`src/rtl/alu_seq_ctrl_if.sv`:
```
// alu_seq_ctrl_if: instruction valid/ready handshake carrying a 3-address ALU instruction
interface alu_seq_ctrl_if;
   logic       instr_valid;
   logic       instr_ready;
   logic [3:0] instr_func;
   logic [2:0] instr_rd;
   logic [2:0] instr_rs1;
   logic [2:0] instr_rs2;
   modport master (output instr_valid, instr_func, instr_rd, instr_rs1, instr_rs2, input instr_ready);
   modport slave (input instr_valid, instr_func, instr_rd, instr_rs1, instr_rs2, output instr_ready);
endinterface

```
`src/rtl/alu_seq_ctrl.sv`:
```
// alu_seq_ctrl: 8-entry register file sequencing instructions through an external ALU
// ALU_SEQ_CTRL_FLAGS_EN adds zero/negative flags registered at each writeback
module alu_seq_ctrl #(
   parameter int N       = 8,
   parameter int ALU_LAT = 0
) (
   input  logic            clk,
   input  logic            rst_n,
   alu_seq_ctrl_if.slave   instr,
   output logic [N-1:0]    o_alu_a,
   output logic [N-1:0]    o_alu_b,
   output logic [3:0]      o_alu_func,
   input  logic [N-1:0]    i_alu_res,
   input  logic            i_wr_en,
   input  logic [2:0]      i_wr_addr,
   input  logic [N-1:0]    i_wr_data,
   input  logic [2:0]      i_rd_addr,
   output logic [N-1:0]    o_rd_data,
   output logic            o_done,
`ifdef ALU_SEQ_CTRL_FLAGS_EN
   output logic [N-1:0]    o_result,
   output logic            o_flag_z,
   output logic            o_flag_n
`else
   output logic [N-1:0]    o_result
`endif
);
   typedef enum logic {S_IDLE, S_EXEC} state_t;
   state_t       r_state, w_next;
   logic [3:0]   r_cnt;
   logic [2:0]   r_rd;
   logic [N-1:0] r_a, r_b, r_result;
   logic [3:0]   r_func;
   logic         r_done;
   logic [N-1:0] r_rf [8];
   logic         w_acc, w_wb;
   always_comb begin
      w_next = r_state;
      w_acc  = 1'b0;
      w_wb   = 1'b0;
      if (r_state == S_IDLE && instr.instr_valid) begin
         w_next = S_EXEC;
         w_acc  = 1'b1;
      end else if (r_state == S_EXEC && r_cnt == 4'd0) begin
         w_next = S_IDLE;
         w_wb   = 1'b1;
      end
   end
   always_ff @(posedge clk or negedge rst_n) begin
      if (!rst_n) begin
         r_state  <= S_IDLE;
         r_cnt    <= '0;
         r_rd     <= '0;
         r_a      <= '0;
         r_b      <= '0;
         r_func   <= '0;
         r_result <= '0;
         r_done   <= 1'b0;
         for (int i = 0; i < 8; i++) r_rf[i] <= '0;
      end else begin
         r_state <= w_next;
         r_done  <= w_wb;
         if (w_acc) begin
            r_a    <= r_rf[instr.instr_rs1];
            r_b    <= r_rf[instr.instr_rs2];
            r_func <= instr.instr_func;
            r_rd   <= instr.instr_rd;
            r_cnt  <= 4'(ALU_LAT);
         end else if (r_state == S_EXEC && r_cnt != 4'd0) begin
            r_cnt <= r_cnt - 4'd1;
         end
         if (w_wb) r_result <= i_alu_res;
         // writeback takes priority over a host write to the same register
         for (int i = 0; i < 8; i++)
            if (w_wb && r_rd == 3'(i)) r_rf[i] <= i_alu_res;
            else if (i_wr_en && i_wr_addr == 3'(i)) r_rf[i] <= i_wr_data;
      end
   end
`ifdef ALU_SEQ_CTRL_FLAGS_EN
   always_ff @(posedge clk or negedge rst_n) begin
      if (!rst_n) begin
         o_flag_z <= 1'b0;
         o_flag_n <= 1'b0;
      end else if (w_wb) begin
         o_flag_z <= (i_alu_res == '0);
         o_flag_n <= i_alu_res[N-1];
      end
   end
`endif
   assign instr.instr_ready = (r_state == S_IDLE);
   assign o_alu_a    = r_a;
   assign o_alu_b    = r_b;
   assign o_alu_func = r_func;
   assign o_rd_data  = r_rf[i_rd_addr];
   assign o_done     = r_done;
   assign o_result   = r_result;
endmodule
```
`src/flat_wrapper.sv`:
```
// flat-port wrapper written by rule: the top's interface ports become plain ports
module alu_seq_ctrl_flat 
#(
   parameter int N       = 8,
   parameter int ALU_LAT = 0
)
  (clk, rst_n, o_alu_a, o_alu_b, o_alu_func, i_alu_res, i_wr_en, i_wr_addr, i_wr_data, i_rd_addr, o_rd_data, o_done, o_result, instr_instr_valid, instr_instr_func, instr_instr_rd, instr_instr_rs1, instr_instr_rs2, instr_instr_ready);
  alu_seq_ctrl_if instr_i ();
  input  logic clk;
  input  logic rst_n;
  output logic [N-1:0] o_alu_a;
  output logic [N-1:0] o_alu_b;
  output logic [3:0] o_alu_func;
  input  logic [N-1:0] i_alu_res;
  input  logic i_wr_en;
  input  logic [2:0] i_wr_addr;
  input  logic [N-1:0] i_wr_data;
  input  logic [2:0] i_rd_addr;
  output logic [N-1:0] o_rd_data;
  output logic o_done;
  output logic [N-1:0] o_result;
  input wire logic [$bits(instr_i.instr_valid)-1:0] instr_instr_valid;
  input wire logic [$bits(instr_i.instr_func)-1:0] instr_instr_func;
  input wire logic [$bits(instr_i.instr_rd)-1:0] instr_instr_rd;
  input wire logic [$bits(instr_i.instr_rs1)-1:0] instr_instr_rs1;
  input wire logic [$bits(instr_i.instr_rs2)-1:0] instr_instr_rs2;
  output wire logic [$bits(instr_i.instr_ready)-1:0] instr_instr_ready;
  assign instr_i.instr_valid = instr_instr_valid;
  assign instr_i.instr_func = instr_instr_func;
  assign instr_i.instr_rd = instr_instr_rd;
  assign instr_i.instr_rs1 = instr_instr_rs1;
  assign instr_i.instr_rs2 = instr_instr_rs2;
  assign instr_instr_ready = instr_i.instr_ready;
  alu_seq_ctrl #(.N(N), .ALU_LAT(ALU_LAT)) u_core (.clk(clk), .rst_n(rst_n), .instr(instr_i), .o_alu_a(o_alu_a), .o_alu_b(o_alu_b), .o_alu_func(o_alu_func), .i_alu_res(i_alu_res), .i_wr_en(i_wr_en), .i_wr_addr(i_wr_addr), .i_wr_data(i_wr_data), .i_rd_addr(i_rd_addr), .o_rd_data(o_rd_data), .o_done(o_done), .o_result(o_result));
endmodule
```
`config.mk`:
```
export PLATFORM = sky130hd
export DESIGN_NAME = alu_seq_ctrl_flat
export DESIGN_NICKNAME = d
export VERILOG_FILES = /design/src/rtl/alu_seq_ctrl_if.sv /design/src/rtl/alu_seq_ctrl.sv /design/src/flat_wrapper.sv
export SDC_FILE = /design/constraint.sdc
export NUM_CORES = 1
export LEC_CHECK = 0
export CAP_MARGIN = 10
export CELL_PAD_IN_SITES_DETAIL_PLACEMENT = 1
export CELL_PAD_IN_SITES_GLOBAL_PLACEMENT = 2
export CORE_MARGIN = 5
export CORE_UTILIZATION = 40
export CTS_BUF_LIST = sky130_fd_sc_hd__clkbuf_4 sky130_fd_sc_hd__clkbuf_8
export DETAILED_ROUTE_END_ITERATION = 12
export PLACE_DENSITY = 0.95
export SLEW_MARGIN = 20
export SYNTH_ARGS = -nofsm -noshare
export SYNTH_HDL_FRONTEND = slang
export SYNTH_SLANG_ARGS = --single-unit
```
`constraint.sdc`:
```
create_clock -name clk -period 3.2 [get_ports clk]
set_clock_uncertainty 0.1 [all_clocks]
set_input_delay 0.48 -clock clk [delete_from_list [all_inputs] [get_ports clk]]
set_output_delay 0.48 -clock clk [all_outputs]
set_load 0.02 [all_outputs]
```
; Word level (Yosys, flattened, before mapping)
; Index checks and enable logic that the tools add are counted.
[word_totals]
reg_bits = 101
in_bits = 39
out_inout_bits = 38
wordCells = 103
[op_classes]
add_sub_neg = 1
order_cmp = 3
eq_ne = 14
mux = 32
bitwise_logic = 4
reduce_logical = 33
[ops]
columns = op, n
row1 = $mux W8, 22
row2 = $bmux W8 S3, 3
row3 = $eq A3 B3 Y1 const B, 8
row4 = $reduce_bool A2 Y1, 10
row5 = $logic_and A1 B1 Y1, 19
row6 = $eq A3 B2 Y1 const B, 4
row7 = $ge A4 B4 Y1 const B, 3
row8 = $not A3 Y4, 3
row9 = $mux W4, 2
row10 = $eq A3 B1 Y1 const B, 2
row11 = $logic_not A3 Y1, 2
row12 = $mux W1, 5
row13 = $logic_not A4 Y1, 1
row14 = $reduce_bool A4 Y1, 1
row15 = $sub A4 B1 Y4 const B, 1
row16 = $not A1 Y1, 1

; Logic depth before layout (Yosys ltp)
[logic_depth]
word_depth = 6
ltp_mapped = 9

; Worst setup path before layout
; OpenSTA, ideal clock, no wires.
[synth_timing]
kind = input-to-output
startpoint = input i_rd_addr[0]
endpoint = output o_rd_data[0]
arrival_ps = 1634
required_time_ps = 2620
path_slack_ps = 986
stages = 4
path_buffers = 2
cell_sequence = buf_4 > buf_6 > mux4_2 > mux2_2
[synth_via]
elab_chain_len = 4
[synth_rtl]
columns = element, line_no
row1 = start: declaration, flat_wrapper.sv:18  ; input logic [2:0] i_rd_addr;
row2 = $not A3 Y4 (implied by the code), alu_seq_ctrl.sv:94  ; assign o_rd_data = r_rf[i_rd_addr];
row3 = $bmux W8 S3, alu_seq_ctrl.sv:94
row4 = $mux W8 (implied by the code) (2 in a row), alu_seq_ctrl.sv:94
row5 = end: declaration, flat_wrapper.sv:19  ; output logic [N-1:0] o_rd_data;
; No other way between the ends. The select of a mux whose other input is x is not followed.

; Worst setup path in the final report
[layout_timing]
startpoint = input i_rd_addr[0]
endpoint = output o_rd_data[2]
; Same word-level chain as after synthesis.

==> results.tsv <==
metric	value	unit
outcome	finished clean	
critPathLaunchType	input port	
start_util	40.72	%
synth_top_area_share	40.98	%
final_nets	677	
grt_pass1_vias	5159	
slowest_delay	540	ps
chipHeight	134.2	microns
io_buffers	76	
synth_area	0.006167	sq mm
yosys_warnings	0	
cts_tree	yes	
hold_violations	0	
vdd_drop_max	0.0004480	V
synthTopCellsByArea	dfrtp_1 (41%), mux2i_1 (21%), mux4_2 (5.8%)	
synth-simple-area-share	13.05	%
fmax	317.6	MHz
clk_pin_slew	110	ps
post-dp-hpwl	13550	microns
ff_latch_area	0.002527	sq mm
critPathMaxFanout	16	
synth_fp_nets	645	
crit_start	i_rd_addr[0]	
rsz0062_at_grt	no	
whs	381.1	ps
synth_top_family_by_area	multiplexers	
arrival	2570	ps
hp-class	reg2reg	
area_growth	16.29	%
yosysUniqueCellTypes	38	
tightest_slew	984.3	ps
required	2620	ps
avgSynthCellArea	10.21	sq um
ant_nets	0	
clockBufferDepth	2	
cts_setup_buffers	0	
die_w	134.2	microns
synthAdderAreaFrac	0.4058	%
synth.ff_latch_count	101	
drt_wl_total	18130	microns
power-per-cell-area	875.8	mW/mm^2
multi_input_area	0.003322	sq mm
setup_viol	0	
syn_inst	604	
worstHoldStart	u_core.o_alu_b[5]$_DFFE_PN0P_	
overflow	0	
clock_latency	380	ps
via_per_inst	5.893	
ioPinCount	77	
grt_pass1_wl	29400	microns
finalMaxSlewViolations	0	
synth_area_leader_cell	dfrtp_1	
synth-xor-area-share	0	%
cts_buffers	9	
vias	4885	
antenna_found_initial	0	
design_area	0.007172	sq mm
p_leak	3.254	nW
drive_gt1_share	12.17	%
groute.usage.overall	20.78	%
power	6.281	mW
crit_type	in2out	
diodes	0	
timing.rr.start	u_core.r_cnt[0]$_DFFE_PN0P_	
nFillCells	1652	
first_iter_violations	398	
detail_route.first_pass.iterations	5	
period_needed	3149	ps
h-tree-depth	3	
grt_max_degree	84	
place.gp.congestion	0.9046	
synth_mux_area_share	29.70	%
ys_seq_area_share	40.98	%
crit_top_cell	clkdlybuf4s50_1	
end_kind	primary output	
drv_cap	0	
root_buffer	clkbuf_8	
wl_per_cell	21.87	microns
die_area	0.01800	sq mm
clock_sinks	101	
num_rows	45	
crit_chain	clkdlybuf4s50_1 > buf_12 > mux4_2 > mux2_2 > clkdlybuf4s50_1	
period_share	98.40	%
placed_area	0.006953	sq mm
synth_compound_area_share	10.16	%
drc	0	
slowest_stage	clkdlybuf4s50_1	
tns	0	ps
core	0.01515	sq mm
slew_headroom	34.38	%
[kinds of logic (layout without fill, tap and decap cells)]
kind of cell    Yosys count  in the layout
compound gates          102            102
fa+ha+maj                 2              2
buf+inv                  69            106
flops                   101            101
mux                     161            161
simple gates            169            169
[routing by layer]
layer,global-route usage [%],part of all wire (%),wire [microns],vias to the layer above
met2,33.24,47,8542,136
met5,0,0,0,-
met4,6.448,1.5,265,0
met3,2.401,4.6,833,21
met1,29.68,47,8489,2508
li1,-,-,-,2220
[placed cells by master, fill, tap and decap left out, types with 2 or more instances in the layout]
master / n
dlymetal6s2s_1: 4
o21ai_0: 25
dfrtp_1: 101
buf_12: 3
buf_4: 7
nor2_1: 36
clkdlybuf4s50_1: 69
nor2b_1: 5
inv_1: 4
o21ai_1: 2
clkinv_2: 3
and4bb_2: 2
and2_1: 2
a21oi_1: 33
nand2_1: 88
a22oi_1: 32
mux2i_1: 129
buf_2: 2
o21ai_2: 8
nor4bb_2: 2
nand4b_1: 3
ha_1: 2
mux2_2: 16
mux4_2: 16
nand3_1: 19
clkbuf_8: 10
[state kept, by name, summed over array words and instances (netlist names)]
| name | flops |
|---|---|
| u_core.o_alu_b | 8 |
| u_core.o_alu_func | 4 |
| u_core.r_rf | 64 |
| u_core.o_result | 8 |
| u_core.r_state | 1 |
| u_core.o_alu_a | 8 |
| u_core.o_done | 1 |
| u_core.r_rd | 3 |
| u_core.r_cnt | 4 |
[metrics by stage]
step	worst slack (ps)	instances	util [%]
4_1_cts	17.63	829	47.29
3_5_place_dp	24.91	812	45.91
3_3_place_gp	48.51	812	45.91
2_1_floorplan	985.7	604	-
5_1_grt	0.1257	829	47.35
6_report	51.24	829	47.35
[final cells by class]
type                            instances  share of cell area [%]
Multi-Input combinational cell        434                   46.32
Sequential cell                       101                   35.24
Timing Repair Buffer                   86                   12.18
Tap cell                              188                   3.280
Clock buffer                           10                   1.919
Clock inverter                          6                  0.8548
Inverter                                4                  0.2094
[report_power, final]
part / internal [mW] / leakage (nW) / switching, mW
clock: 0.382 / 0.102 / 0.476
combinational: 1.38 / 1.94 / 1.32
sequential: 1.91 / 1.21 / 0.815
total: 3.67 / 3.25 / 2.61
[timing repair]
item,CTS,global route
endpoints found under the setup margin,0,4
hold buffers,1,0
hold endpoints to repair,18,0
resized for setup,0,4
[final timing paths]
check / endpoint / slack (ps) / depth (start not counted)
max: o_rd_data[2] / 50 / 5
max in group asynchronous: u_core.r_rf[2]$_DFFE_PN0P_ / 1850 / 3
min reg2reg: u_core.o_alu_b[5]$_DFFE_PN0P_ / 380 / 2
max reg2reg: u_core.r_rf[28]$_DFFE_PN0P_ / 810 / 6
min: u_core.o_alu_b[5]$_DFFE_PN0P_ / 380 / 2
min in group asynchronous: u_core.o_alu_b[5]$_DFFE_PN0P_ / 410 / 2
[Yosys cell counts]
master	number
and4b_1	1
nor2b_1	5
nand4b_4	1
nand4_2	1
ha_1	2
nor2_1	36
and3b_1	1
and4bb_2	2
buf_1	16
nor4bb_1	3
a21oi_1	33
a22oi_1	32
o2bb2ai_1	1
o21ai_0	25
buf_6	5
and2_1	2
nand2b_1	1
dfrtp_1	101
nor3_1	1
nand4b_2	1
clkbuf_2	4
nand4_1	1
mux4_2	16
nor4b_1	1
inv_1	4
nand4b_1	3
nand2_1	88
clkbuf_1	10
o21ai_1	2
mux2_2	16
or3_1	1
buf_2	25
o21ai_2	8
mux2i_1	129
nor3_4	1
a21o_1	1
buf_4	5
nand3_1	19
[critical path, delay by kind of cell]
family,cells,cell delay [ps]
buffers and inverters,3,1270
muxes,2,810
(Power assumes the default switching activity.)
